===== src/rtl/pipe_addsub.sv =====
// pipe_addsub
// Pipelined two's-complement adder/subtractor. The carry chain is cut into
// STAGES equal slices with one register stage per slice. Overflow is found
// from a one-bit sign extension of the operands. Optional saturation and
// sticky overflow flags are included. All stages share one stall signal.
//
// Parameters
//   WIDTH   operand/result width (>= 2), divisible by STAGES
//   STAGES  pipeline depth / carry-chain slice count (1..4)
// Ports
//   clk, rst            clock, asynchronous active-high reset
//   in_valid/in_ready   operand handshake (a, b, op)
//   op                  00 add, 01 sub, 10 sat add, 11 sat sub
//   out_valid/out_ready result handshake (out, positive/negative_overflow)
//   clr_sticky          clears sticky_pos / sticky_neg
//   sticky_pos/neg      an overflow of that sign was delivered since clear
module pipe_addsub #(
  parameter int WIDTH  = 32,
  parameter int STAGES = 2
) (
  input  logic             clk,
  input  logic             rst,
  input  logic             in_valid,
  output logic             in_ready,
  input  logic [WIDTH-1:0] a,
  input  logic [WIDTH-1:0] b,
  input  logic [1:0]       op,
  output logic             out_valid,
  input  logic             out_ready,
  output logic [WIDTH-1:0] out,
  output logic             positive_overflow,
  output logic             negative_overflow,
  input  logic             clr_sticky,
  output logic             sticky_pos,
  output logic             sticky_neg
);

  localparam int SLICE = WIDTH / STAGES;

  logic stall;

  // Stage-input bundles. Index 0 comes straight from the ports. Index k > 0
  // is the register bank written by stage k-1. The operands travel with the
  // beat so each stage can pick out its own slice.
  logic             st_v  [STAGES];
  logic [1:0]       st_op [STAGES];
  logic [WIDTH-1:0] st_a  [STAGES];
  logic [WIDTH-1:0] st_b  [STAGES];
  logic [WIDTH-1:0] st_s  [STAGES];
  logic             st_c  [STAGES];

  assign stall    = out_valid & ~out_ready;
  assign in_ready = ~stall;

  // For subtraction the carry-in of slice 0 supplies the +1 of the two's complement.
  assign st_v[0]  = in_valid & in_ready;
  assign st_op[0] = op;
  assign st_a[0]  = a;
  assign st_b[0]  = b;
  assign st_s[0]  = '0;
  assign st_c[0]  = op[0];

  for (genvar k = 0; k < STAGES; k++) begin : g_stage
    logic [SLICE-1:0] a_sl;
    logic [SLICE-1:0] b_sl;
    logic [SLICE-1:0] s_sl;
    logic             c_out;
    logic [WIDTH-1:0] s_new;

    assign a_sl = st_a[k][k*SLICE +: SLICE];
    assign b_sl = st_op[k][0] ? ~st_b[k][k*SLICE +: SLICE] : st_b[k][k*SLICE +: SLICE];
    assign {c_out, s_sl} = {1'b0, a_sl} + {1'b0, b_sl} + {{SLICE{1'b0}}, st_c[k]};

    always_comb begin
      s_new = st_s[k];
      s_new[k*SLICE +: SLICE] = s_sl;
    end

    if (k < STAGES - 1) begin : g_mid
      logic             v_q;
      logic [1:0]       op_q;
      logic [WIDTH-1:0] a_q;
      logic [WIDTH-1:0] b_q;
      logic [WIDTH-1:0] s_q;
      logic             c_q;

      always_ff @(posedge clk or posedge rst) begin
        if (rst) begin
          v_q  <= 1'b0;
          op_q <= '0;
          a_q  <= '0;
          b_q  <= '0;
          s_q  <= '0;
          c_q  <= 1'b0;
        end else if (!stall) begin
          v_q  <= st_v[k];
          op_q <= st_op[k];
          a_q  <= st_a[k];
          b_q  <= st_b[k];
          s_q  <= s_new;
          c_q  <= c_out;
        end
      end

      assign st_v[k+1]  = v_q;
      assign st_op[k+1] = op_q;
      assign st_a[k+1]  = a_q;
      assign st_b[k+1]  = b_q;
      assign st_s[k+1]  = s_q;
      assign st_c[k+1]  = c_q;
    end else begin : g_last
      logic             b_ext;
      logic             ext;
      logic             pos;
      logic             neg;
      logic [WIDTH-1:0] result;

      // Bit WIDTH of the extended sum. Its operands are the sign bits
      // repeated, so the top-slice carry resolves it without a wider adder.
      assign b_ext = st_op[k][0] ? ~st_b[k][WIDTH-1] : st_b[k][WIDTH-1];
      assign ext   = st_a[k][WIDTH-1] ^ b_ext ^ c_out;
      assign pos   = ({ext, s_new[WIDTH-1]} == 2'b01);
      assign neg   = ({ext, s_new[WIDTH-1]} == 2'b10);

      always_comb begin
        result = s_new;
        if (st_op[k][1] && pos) begin
          result = {1'b0, {(WIDTH-1){1'b1}}};
        end else if (st_op[k][1] && neg) begin
          result = {1'b1, {(WIDTH-1){1'b0}}};
        end
      end

      // Bubbles load zeros so that out and flags read 0 whenever out_valid is 0.
      always_ff @(posedge clk or posedge rst) begin
        if (rst) begin
          out_valid         <= 1'b0;
          out               <= '0;
          positive_overflow <= 1'b0;
          negative_overflow <= 1'b0;
        end else if (!stall) begin
          out_valid         <= st_v[k];
          out               <= st_v[k] ? result : '0;
          positive_overflow <= st_v[k] & pos;
          negative_overflow <= st_v[k] & neg;
        end
      end
    end
  end

  // Sticky flags. A delivered overflow takes priority over a clear in the same cycle.
  always_ff @(posedge clk or posedge rst) begin
    if (rst) begin
      sticky_pos <= 1'b0;
      sticky_neg <= 1'b0;
    end else begin
      if (out_valid && out_ready && positive_overflow) begin
        sticky_pos <= 1'b1;
      end else if (clr_sticky) begin
        sticky_pos <= 1'b0;
      end
      if (out_valid && out_ready && negative_overflow) begin
        sticky_neg <= 1'b1;
      end else if (clr_sticky) begin
        sticky_neg <= 1'b0;
      end
    end
  end

endmodule


===== config.mk =====
export PLATFORM = sky130hd
export DESIGN_NAME = pipe_addsub
export DESIGN_NICKNAME = d
export VERILOG_FILES = /design/src/rtl/pipe_addsub.sv
export SDC_FILE = /design/constraint.sdc
export NUM_CORES = 1
export LEC_CHECK = 0
export CORE_MARGIN = 2
export CORE_UTILIZATION = 50
export DETAILED_ROUTE_END_ITERATION = 6
export GPL_TIMING_DRIVEN = 0
export PLACE_DENSITY = 0.88
export SKIP_CTS_REPAIR_TIMING = 1
export SLEW_MARGIN = 10
export SYNTH_ARGS = -nofsm -noshare
export SYNTH_HDL_FRONTEND = slang
export SYNTH_SLANG_ARGS = --single-unit

===== constraint.sdc =====
create_clock -name clk -period 3.8 [get_ports clk]
set_clock_uncertainty 0.1 [all_clocks]
set_input_delay 0.57 -clock clk [delete_from_list [all_inputs] [get_ports clk]]
set_output_delay 0.57 -clock clk [all_outputs]
set_load 0.03 [all_outputs]

Word level (Yosys, flattened, before mapping)
Cells that the tools add are included.
{ "word_totals": {"register_bits": 121, "in_bits": 71, "out_inout_bits": 38} }
{ "op_classes": {"add_sub_neg": 4, "eq_ne": 2, "n_mux": 9, "bitwise_logic": 11, "reduce_logical": 7} }
{ "ops": {"columns": ["cell", "count"], "rows": [
  ["two-way mux 32 bit", 3],
  ["adder 16 x 16 -> 17 bit", 2],
  ["adder 17 x 1 -> 17 bit", 2],
  ["two-way mux 16 bit", 2],
  ["NOT 16 bit", 2],
  ["logical AND 1 bit", 5],
  ["bitwise AND 1 bit", 4],
  ["two-way mux 1 bit", 4],
  ["nonzero test 2 bit", 2],
  ["NOT 1 bit", 3],
  ["== test 2 x 1 -> 1 bit (second input constant)", 1],
  ["== test 2 bit (second input constant)", 1],
  ["bitwise XOR 1 bit", 2]
]} }

Depth between registers and ports, before layout
{ "logic_depth": {"word_depth": 10, "ltp_mapped": 14, "ltp_nobuf": 12} }

Least setup slack after synthesis
Ideal clock, no wire load.
{ "synth_path": {"path_kind": "register to register", "start": "register g_stage[0].g_mid.op_q[0]", "end": "register out[22]", "setup_ns": 0.076, "arrival_ns": 3.157, "required_time_ns": 3.624, "setup_slack_ns": 0.467, "stages_incl_launch_ff": 14, "n_path_buf": 3, "cell_sequence": "dfrtp_1 -> clkbuf_1 -> clkbuf_1 -> xor2_1 -> ha_1 -> a211oi_1 -> o211ai_1 -> a221o_1 -> a31oi_1 -> xnor2_2 -> nor4b_4 -> buf_4 -> a21oi_1 -> o21ai_1"} }
{ "synth_between": {"elab_chain_len": 9, "word_cells_on_any_way": 13, "cone_classes": "add/sub: 2; eq/ne: 2; mux: 5; bitwise: 2; reduce/logical: 2"} }
{ "synth_rtl": {"columns": ["element", "line", "text"], "rows": [
  ["from (decl)", "81", "logic [1:0] op_q;"],
  ["from (signal assigned)", "97", "op_q <= st_op[k];"],
  ["two-way mux 16 bit", "71", "assign b_sl = st_op[k][0] ? ~st_b[k][k*SLICE +: SLICE] : st_b[k][k*SLICE +: SLICE];"],
  ["adder 16 x 16 -> 17 bit", "72", "assign {c_out, s_sl} = {1'b0, a_sl} + {1'b0, b_sl} + {{SLICE{1'b0}}, st_c[k]};"],
  ["adder 17 x 1 -> 17 bit", "72", null],
  ["bitwise XOR 1 bit", "121", "assign ext = st_a[k][WIDTH-1] ^ b_ext ^ c_out;"],
  ["== test 2 bit", "123", "assign neg = ({ext, s_new[WIDTH-1]} == 2'b10);"],
  ["logical AND 1 bit", "129", "end else if (st_op[k][1] && neg) begin"],
  ["two-way mux 32 bit", "129", null],
  ["two-way mux 32 bit *", "127", "if (st_op[k][1] && pos) begin"],
  ["two-way mux 32 bit *", "143", "out <= st_v[k] ? result : '0;"],
  ["to (signal assigned)", "143", null],
  ["to (decl)", "30", "output logic [WIDTH-1:0] out,"]
]} }
Mark *: on every way between the ends. The rest lies on a longest branch, timed or not.
A chain may end at the register's enable or synchronous reset.

Worst setup path after layout
{ "layout_path": {"start": "register g_stage[0].g_mid.op_q[0]", "end": "register out[26]"} }
The elaborated chain is that of the path after synthesis.

==> impl_results.md <==
* Initial core utilization at 50.70%
* Syn. warnings at 0
* Fraction of registers with async set/reset at 100.0%
* Clock Pin Slew Worst Setup and Hold Paths at 0.09 ns
* Routed vias at 4725
* Critical path type: reg2reg
* RSZ-0062 raised after global routing: false
* Synth area leader: dfrtp_1
* Chip width at 105.6 um
* Reg2reg end: out[26]
* Final worst slack at 0.2157 ns
* Min-delay src: g_stage[0].g_mid.a_q[28]
* CTS Buffer Depth at 2
* Hold Path Depth at 2
* Port bufs at 107
* Worst VDD drop at 0.3580 mV
* Largest net degree at the start of global routing at 65
* Final global-route overflow total at 0
* Relative slew slack at 54.24%
* Leakage Power at 3.065 nW
* DP Worst Slack at -0.2630 ns
* Crit end category: register
* Wire per inst at 15.86 um
* Fin crit share at 94.32%
* R2R depth at 13
* Sequential area share after synthesis at 43.13%
* Root Driver: clkbuf_8
* Worst-path fanout max at 10
* H-Tree Depth at 3
* Die ar. at 0.01116 mm^2
* DRC violation count after routing at 0
* Worst reg2reg startpoint: g_stage[0].g_mid.op_q[0]
* Sink Count at 89
* Final Wtd Congestion at 0.9392
* Hold Path Sink: g_stage[0].g_mid.a_q[28]
* Req. time, crit path at 3.98 ns
* Routed WL at 13560 um
* Clock buffer count from CTS at 9
* Commonest cells post-synth: 157 x nand2_1, 89 x dfrtp_1, 40 x nor2_1, 40 x xor2_1, 37 x a21oi_1
* Crit start category: register
* Area grow syn2layout at 29.29%
* Final nets at 819
* Via density at 5.526
* Initial antenna violation count at 0
* Vias in the first global route at 4715
* Most common cell in the netlist: nand2_1
* Worst Hold Class: reg2reg
* CP Data Arrival Time at 3.76 ns
* Setup TNS at 0 ns
* Core area at 0.01018 mm^2
* Syn Inst Count at 597
* Mapped cell area at 0.005164 mm^2
* Max Clk Rate at 0.2790 GHz
* DR iter-0 viols at 270
* Worst-Margin Slew at 0.6865 ns
* Setup violators final at 0
* Clock Latency Late Sink at 0.36 ns
* Net count after synthesis at 701
* Die Span Y at 105.6 um
* Min Tclk post-route at 3.584 ns
* I/O Pins at 109
* Syn avg cell area at 8.649 um^2
* TritonRoute pass-1 iters at 4
* Yosys reg bits at 89
* Final Hold Viols at 0
* Share of the synthesized area in the top cell type at 43.13%
* Slew Viols, Final at 0
* Main flop type after synthesis: dfrtp_1
* Total power at 4.015 mW
* GRT Overall Usage at 24.78%
* Post-route ant nets at 0
* Ant diodes at 0
* Number of synthesized flops with an enable pin at 0
* Share of layout cells above drive strength 1 at 5.007%
* Max cap viols at 0
* Yosys cell types at 46
* HPWL Detailed at 10190 um
* CTS tree: yes
* R2r setup slk at 0.22 ns
* Row count at 37
* Top post-synthesis cells by area: dfrtp_1 43%, nand2_1 11%, ha_1 7.3%
* First-pass GRT wire length at 22070 um
* PwrDens at 601.3 mW/mm^2
* Status: finished clean
[registers in the layout, indices dropped and copies added (netlist names), 2 cells and up]
| signal | cells |
|---|---|
| g_stage.g_mid.op_q | 2 |
| g_stage.g_mid.a_q | 16 |
| out | 32 |
| g_stage.g_mid.b_q | 16 |
| g_stage.g_mid.s_q | 16 |
[through the flow]
step           instance area, um^2  std cells  hold WS (ns)  utilization [%]
2_1_floorplan                 5164        597        0.3394                -
3_3_place_gp                  6405        840        0.3539            62.89
3_5_place_dp                  6435        841        0.3639            63.18
4_1_cts                       6674        856        0.3843            65.53
5_1_grt                       6676        855        0.4084            65.55
6_report                      6676        855        0.3828            65.55
[how the worst max path moves through the flow]
stage | cells past startpoint | from | endpoint
2_1_floorplan | 13 | g_stage[0].g_mid.op_q[0] | out[22]
3_3_place_gp | 2 | rst | g_stage[0].g_mid.a_q[19]
4_1_cts | 13 | g_stage[0].g_mid.op_q[0] | out[26]
3_5_place_dp | 13 | g_stage[0].g_mid.op_q[0] | out[26]
6_report | 13 | g_stage[0].g_mid.op_q[0] | out[26]
5_1_grt | 13 | g_stage[0].g_mid.op_q[0] | out[10]
[where the power goes]
group	total (mW)	switching, mW	internal (mW)	leakage [nW]
Clock	0.784	0.346	0.438	0.116
Sequential	1.35	0.168	1.19	1.10
Combinational	1.88	1.08	0.799	1.84
Total	4.01	1.59	2.42	3.06
[worst max-delay path, stage by stage (launching register included)]
cell	delay (ns)
dfrtp_2	0.51
xor2_1	0.26
fa_1	0.29
inv_1	0.08
fa_1	0.38
nand2b_1	0.22
a21oi_2	0.21
o41a_2	0.21
o211ai_1	0.12
a32o_2	0.32
nor4b_4	0.33
buf_4	0.26
nor2_1	0.07
o21ai_1	0.14
[layer usage]
layer  GRT usage [%]  share of wire (%)
met1           32.28                 41
met2           42.53                 51
met3           3.525                5.8
met4           8.365                2.0
met5               0                  0
[cells in the final DEF, fill, tap and decap left out, types with 2 or more instances in the layout]
master | Yosys | layout
a21oi_1 | 37 | 36
clkdlybuf4s50_1 | 0 | 107
xnor2_1 | 15 | 15
o211ai_1 | 5 | 5
o21ai_0 | 27 | 27
clkbuf_8 | 0 | 9
bufinv_16 | 0 | 3
inv_1 | 13 | 12
or3_1 | 4 | 4
nand2b_1 | 8 | 8
a31oi_1 | 3 | 3
a21oi_2 | 1 | 2
xor2_1 | 40 | 40
nor3_1 | 9 | 9
fa_1 | 3 | 3
and3_1 | 5 | 5
a211oi_1 | 3 | 3
clkbuf_1 | 17 | 15
nand3_1 | 5 | 5
nor4_1 | 2 | 2
o21bai_1 | 4 | 4
a21o_1 | 10 | 10
nor2_1 | 40 | 40
inv_6 | 0 | 2
dfrtp_1 | 89 | 88
nor2b_1 | 6 | 6
buf_4 | 6 | 6
o21ai_1 | 35 | 35
o21a_1 | 3 | 3
buf_1 | 2 | 2
nand2_1 | 157 | 157
ha_1 | 30 | 30
[logic make-up after synthesis]
family | count (synthesis) | synth area share [%]
mux | 2 | 0.4119
fa+ha+maj | 33 | 8.432
simple gates | 237 | 19.17
buf+inv | 40 | 3.368
compound gates | 140 | 15.85
flops | 89 | 43.13
xor+xnor | 56 | 9.644
[layout make-up]
class	count	area, um^2
well taps	136	170.2
repair buffers	108	1099
flip-flops and latches	89	2228
inverters	14	55.05
plain buffers	25	118.9
fillers	844	3508
multi-input cells	468	2766
clock buffers	9	123.9
clock inverters	6	115.1
No activity file was read; power rests on OpenSTA's default activity.
